**src/rtl/key_debounce.sv**
```systemverilog
// key_debounce: two-flop synchronizer, debounce FSM, and long-press timer for
// one mechanical push-button on the sys_clk domain.
// Outputs:
//   key_level   - clean pressed level
//   key_press   - one-cycle pulse on an accepted press
//   key_release - one-cycle pulse on an accepted release
//   key_long    - one-cycle pulse, at most once per press, after a long hold
module key_debounce #(
  parameter int DEBOUNCE_CYCLES = 540000,   // stable cycles to accept a change
  parameter int LONG_CYCLES     = 27000000, // debounced hold cycles before key_long
  parameter int KEY_ACTIVE_LOW  = 1         // 1: pin reads 0 while pressed
) (
  input  logic sys_clk,
  input  logic sys_rst_n,
  input  logic key_in,
  output logic key_level,
  output logic key_press,
  output logic key_release,
  output logic key_long
);

  // Pin level while the button is untouched; the synchronizer resets to it
  // so that leaving reset never looks like an edge on an idle key.
  localparam logic IDLE_LVL = (KEY_ACTIVE_LOW != 0);

  // Counter compare points, cast once to the counter widths.
  localparam logic [23:0] DB_LAST   = 24'(DEBOUNCE_CYCLES - 1);
  localparam logic [24:0] HOLD_LAST = 25'(LONG_CYCLES - 1);
  localparam logic [24:0] HOLD_SAT  = 25'(LONG_CYCLES);

  typedef enum logic [1:0] {
    IDLE       = 2'd0,
    DB_PRESS   = 2'd1,
    PRESSED    = 2'd2,
    DB_RELEASE = 2'd3
  } state_e;

  state_e      state_q;
  state_e      state_d;

  logic        sync1_q;
  logic        sync2_q;
  logic        p;           // synchronized key, 1 = pressed

  logic [23:0] db_cnt_q;
  logic [23:0] db_cnt_d;
  logic [24:0] hold_cnt_q;
  logic [24:0] hold_cnt_d;

  logic        level_d;
  logic        press_d;
  logic        release_d;
  logic        long_d;

  // Two-flop synchronizer: the only place key_in is sampled.
  // NOTE: sequential state uses non-blocking (<=) so every flop samples the
  // pre-edge value of its source; blocking here would collapse the chain.
  always_ff @(posedge sys_clk or negedge sys_rst_n) begin
    if (!sys_rst_n) begin
      sync1_q <= IDLE_LVL;
      sync2_q <= IDLE_LVL;
    end else begin
      sync1_q <= key_in;
      sync2_q <= sync1_q;
    end
  end

  // Normalize polarity so the rest of the block only thinks in "pressed".
  assign p = sync2_q ^ IDLE_LVL;

  // FSM state register.
  always_ff @(posedge sys_clk or negedge sys_rst_n) begin
    if (!sys_rst_n) begin
      state_q <= IDLE;
    end else begin
      state_q <= state_d;
    end
  end

  // Next-state logic: a level change is accepted only after the synchronized
  // key has held the new value long enough; any opposite sample aborts.
  // NOTE: the default assignment at the top of every always_comb keeps each
  // path fully specified, so no latch can be inferred.
  always_comb begin
    state_d = state_q;
    unique case (state_q)
      IDLE: begin
        if (p) state_d = DB_PRESS;
      end
      DB_PRESS: begin
        if (!p) begin
          state_d = IDLE;
        end else if (db_cnt_q == DB_LAST) begin
          state_d = PRESSED;
        end
      end
      PRESSED: begin
        if (!p) state_d = DB_RELEASE;
      end
      DB_RELEASE: begin
        if (p) begin
          state_d = PRESSED;
        end else if (db_cnt_q == DB_LAST) begin
          state_d = IDLE;
        end
      end
      default: state_d = IDLE;
    endcase
  end

  // Output/datapath logic: next values of the counters, the clean level and
  // the single-cycle pulses. Pulses default low so each lasts one cycle.
  always_comb begin
    db_cnt_d   = db_cnt_q;
    hold_cnt_d = hold_cnt_q;
    level_d    = key_level;
    press_d    = 1'b0;
    release_d  = 1'b0;
    long_d     = 1'b0;
    unique case (state_q)
      IDLE: begin
        if (p) db_cnt_d = '0;
      end
      DB_PRESS: begin
        if (p) begin
          if (db_cnt_q == DB_LAST) begin
            level_d    = 1'b1;
            press_d    = 1'b1;
            hold_cnt_d = '0;
          end else begin
            db_cnt_d = db_cnt_q + 24'd1;
          end
        end
      end
      PRESSED: begin
        if (!p) begin
          // hold_cnt stays frozen while a possible release is qualified.
          db_cnt_d = '0;
        end else if (hold_cnt_q == HOLD_LAST) begin
          // Park one past the fire point so key_long cannot repeat.
          long_d     = 1'b1;
          hold_cnt_d = HOLD_SAT;
        end else if (hold_cnt_q < HOLD_LAST) begin
          hold_cnt_d = hold_cnt_q + 25'd1;
        end
      end
      DB_RELEASE: begin
        if (!p) begin
          if (db_cnt_q == DB_LAST) begin
            level_d    = 1'b0;
            release_d  = 1'b1;
            hold_cnt_d = '0;
          end else begin
            db_cnt_d = db_cnt_q + 24'd1;
          end
        end
      end
      default: ;
    endcase
  end

  // Datapath and output registers.
  always_ff @(posedge sys_clk or negedge sys_rst_n) begin
    if (!sys_rst_n) begin
      db_cnt_q    <= '0;
      hold_cnt_q  <= '0;
      key_level   <= 1'b0;
      key_press   <= 1'b0;
      key_release <= 1'b0;
      key_long    <= 1'b0;
    end else begin
      db_cnt_q    <= db_cnt_d;
      hold_cnt_q  <= hold_cnt_d;
      key_level   <= level_d;
      key_press   <= press_d;
      key_release <= release_d;
      key_long    <= long_d;
    end
  end

endmodule

```
**config.mk**
```make
export PLATFORM = sky130hd
export DESIGN_NAME = key_debounce
export DESIGN_NICKNAME = d
export VERILOG_FILES = /design/src/rtl/key_debounce.sv
export SDC_FILE = /design/constraint.sdc
export NUM_CORES = 1
export LEC_CHECK = 0
export ABC_CLOCK_PERIOD_IN_PS = 4600
export BUFFER_PORTS_ARGS = -buffer_cell sky130_fd_sc_hd__clkbuf_2
export CAP_MARGIN = 10
export CORE_MARGIN = 4
export CORE_UTILIZATION = 55
export CTS_CLUSTER_DIAMETER = 80
export CTS_CLUSTER_SIZE = 30
export DETAILED_ROUTE_END_ITERATION = 16
export GPL_TIMING_DRIVEN = 0
export PLACE_DENSITY_LB_ADDON = 0.12
export REMOVE_ABC_BUFFERS = 1
export SETUP_SLACK_MARGIN = 0.15
export SYNTH_ARGS = -nofsm -noshare
export SYNTH_HDL_FRONTEND = slang
export SYNTH_SLANG_ARGS = --single-unit
export TNS_END_PERCENT = 100
```
**constraint.sdc**
```tcl
create_clock -name sys_clk -period 4.6 [get_ports sys_clk]
set_input_delay 0.23 -clock sys_clk [delete_from_list [all_inputs] [get_ports sys_clk]]
set_output_delay 0.23 -clock sys_clk [all_outputs]
set_load 0.005 [all_outputs]
```
==> flow_metrics.py <==
metrics = {
    "routing": {
        "vias_per_cell": 6.01,
        "drcViolationCount": 0,
        "dr.pass1.iters": 6,
        "via_count": 2556,
        "wire_per_inst_um": 15.1,
        "ant_nets": 0,
        "drt_iter0_drc": 158,
        "wl_mm": 6.42,
    },
    "placed_design": {
        "dp_cells": 408,
        "gp_congestion": 0.862,
        "hpwl_mm": 4.29,
        "placed_cell_area_mm2": 0.00317,
        "numPortBuffers": 6,
    },
    "clocking": {
        "cts_hold_buf": 1,
        "postCtsSetupBuffers": 0,
        "clkTransAtPathRegs_ns": 0.07,
        "cts_resized": 0,
        "cts_tree": "built",
        "cts.path.max_buffers": 2,
        "cts_sinks": 57,
        "h-tree-depth": 3,
        "clockRootBuffer": "clkbuf_8",
        "worstSkewPairLatency_ns": 0.35,
        "numCtsBuffers": 9,
    },
    "sta": {
        "setup_viol": 0,
        "fin_crit_ns": 3.27,
        "rsz0062_at_grt": "false",
        "worst_clock_skew_ns": 0.00869,
        "finalSetupTns_ns": 0,
        "hold_viol_final": 15,
        "fmax_mhz": 306,
        "timing.slew.headroom": 0.363,
        "holdWs_ns": -0.0225,
        "tightest_slew_ns": 0.953,
        "post-route-period-util": 0.711,
        "drv_slew": 0,
    },
    "setup_path": {
        "r2r_start": "db_cnt_q[0]$_DFFE_PN0P_",
        "worst_setup_path_start_kind": "flop",
        "cp-end-kind": "flop",
        "crit_path_end": "hold_cnt_q[5]$_DFFE_PN0P_",
        "critPathMaxStageDelay_ns": 0.80,
        "cpMaxStageDelayCell": "o31a_1",
        "reg2regPathDepth": 7,
        "crit_arrival_ns": 3.52,
        "crit_type": "reg -> reg",
        "worstSetupStartpoint": "db_cnt_q[0]$_DFFE_PN0P_",
        "r2r-end": "hold_cnt_q[5]$_DFFE_PN0P_",
        "worstPathCellList": "ha_1 > nand3_1 > or4_1 > nor2_2 > o31a_1 > o21ai_2 > o31ai_1",
        "crit_required_ns": 4.85,
        "cp_max_fo": 26,
        "r2r_slack_ns": 1.33,
    },
    "floorplanning": {
        "start_util": 0.566,
        "die_area_mm2": 0.00693,
        "design.core.area_mm2": 0.00551,
        "fp-row-count": 27,
        "ios": 7,
        "die_h_um": 83.2,
        "die_w_um": 83.2,
    },
    "global_route": {
        "grt-ovfl-total": 0,
        "grt_pass1_wl_mm": 11.5,
        "grtUsageTotal": 0.204,
        "grt_pass1_vias": 2433,
        "antenna_found_initial": 0,
        "grt_max_degree": 58,
    },
    "power_and_ir_drop": {
        "switchingPower_uw": 233,
        "p_sw_frac": 0.222,
        "pwr-share-clk": 0.484,
        "power.density_mw_per_mm2": 309,
        "p_leak_uw": 0.00144,
        "p_seq_frac": 0.490,
        "p_comb_frac": 0.026,
        "ir_worst_vdd_uv": 222,
        "intPower_uw": 815,
    },
    "synth": {
        "ys_seq_area_frac": 0.459,
        "yosysTopAreaCell": "dfrtp_1",
        "syn-cell-area_mm2": 0.00311,
        "synth-async-reset-ratio": 1.00,
        "synth_cell_types": 55,
        "synth_top_area_frac": 0.442,
        "postSynthCellCount": 342,
        "synth_area_per_cell_um2": 9.11,
        "synth_warnings": 0,
        "synth_seq_cells": 57,
        "ys_top_cells_by_area": "dfrtp_1 44%, nor2_1 4.6%, nand2_1 4.3%",
        "synthFlopType": "dfrtp_1",
        "synth-edff-count": 0,
    },
    "hold_path": {
        "min_path_type": "in -> async",
    },
    "final_layout": {
        "diodes": 0,
        "fin_area_mm2": 0.00339,
        "layout.nets": 353,
        "area_growth_pct": 9.00,
        "stdcell_count": 425,
        "final_util": 0.616,
        "final_common_cell": "dfrtp_1",
        "fillerInstances": 479,
        "layout_common_cells": "55 x dfrtp_1, 38 x nor2_1, 36 x nand2_1",
        "layout-drive-gt1-share": 0.102,
    },
    "flow_run": {
        "maxCapViolations": 0,
    },
    "run_status": {
        "outcome": "finished with violations",
        "violations": "negative hold slack",
    },
}
==> kinds of logic (layout without fill, tap and decap cells) <==
kind of cell / count (synthesis) / after routing / share of synthesized area
AOI/OAI and AO/OA: 68 / 68 / 0.147
xor gates and xnor gates: 21 / 21 / 0.0591
adders and majority gates: 2 / 2 / 0.00803
buffers and inverters: 29 / 40 / 0.0442
DFF: 57 / 57 / 0.459
muxes: 4 / 4 / 0.0129
and+or+nand+nor: 161 / 161 / 0.270
==> how the worst min path moves through the flow <==
stage	start	end	slack, ns	depth (start not counted)
5_1_grt	sys_rst_n	db_cnt_q[4]$_DFFE_PN0P_	0.05	1
6_report	sys_rst_n	db_cnt_q[4]$_DFFE_PN0P_	-0.02	1
3_3_place_gp	key_in	sync1_q$_DFF_PN1_	0.32	1
4_1_cts	sys_rst_n	db_cnt_q[4]$_DFFE_PN0P_	0.009	1
2_1_floorplan	sys_rst_n	async pin	-0.07	0
3_5_place_dp	key_in	sync1_q$_DFF_PN1_	0.32	1
==> critical path: cells and delay by family (launching register included) <==
family | cells | cell delay, ns
adder cells (fa/ha/maj) | 1 | 0.28
flip-flops | 1 | 0.40
AND/OR/NAND/NOR | 3 | 1.06
AO/OA/AOI/OAI | 3 | 1.43
==> final cells by class <==
cell class	instances	area (um2)	area share
Multi-Input combinational cell	256	1550	0.456
Clock inverter	6	82.6	0.0243
Inverter	15	56.3	0.0166
Clock buffer	10	128	0.0376
Tap cell	72	90.1	0.0265
Timing Repair Buffer	9	61.3	0.0181
Sequential cell	57	1430	0.421
==> routing by layer <==
metal  routed length (um)  up-vias  global-route usage
li1                     -     1244                   -
met1                 3190     1232               0.296
met2                 2760       66               0.292
met3                  355       14              0.0546
met4                  114        0              0.0773
met5                    0        -                   0
==> cell usage after synthesis (all sizes together), types with 2 or more instances <==
library cell / n
or3: 5
buf: 6
o41ai: 2
o31a: 2
clkbuf: 8
nand2b: 2
nor4: 9
ha: 2
and3: 12
a31oi: 3
nor3: 9
xor2: 7
o21ai: 20
a211oi: 2
o2111ai: 2
o31ai: 6
o21a: 2
a21oi: 17
and2: 6
o21bai: 2
nand4: 13
nor2: 39
a41o: 2
inv: 15
nand2: 36
xnor2: 14
dfrtp: 55
and4: 3
nor4b: 4
dfstp: 2
mux2i: 4
nand3: 17
==> registers in the layout (all words and copies together), names as in the netlist, named ones only <==
register,cells
db_cnt_q,24
hold_cnt_q,25
key_level,1
key_long,1
key_press,1
key_release,1
state_q,1
sync1_q,1
sync2_q,1
==> power groups by stage <==
stage	clock, uW	sequential (uW)	combinational, uW
2_1_floorplan	0	521	12.0
5_1_grt	547	514	31.9
3_5_place_dp	0	523	27.1
3_3_place_gp	0	522	25.7
4_1_cts	520	513	28.0
6_report	508	513	27.0
==> per-stage QoR <==
stage	hold slack (ns)	power, uW	setup WS [ns]
2_1_floorplan	-0.0656	533	1.93
3_3_place_gp	0.317	548	1.33
3_5_place_dp	0.320	550	1.31
4_1_cts	0.00860	1060	1.33
5_1_grt	0.0497	1090	1.08
6_report	-0.0225	1050	1.33
(Power assumes the default switching activity.)
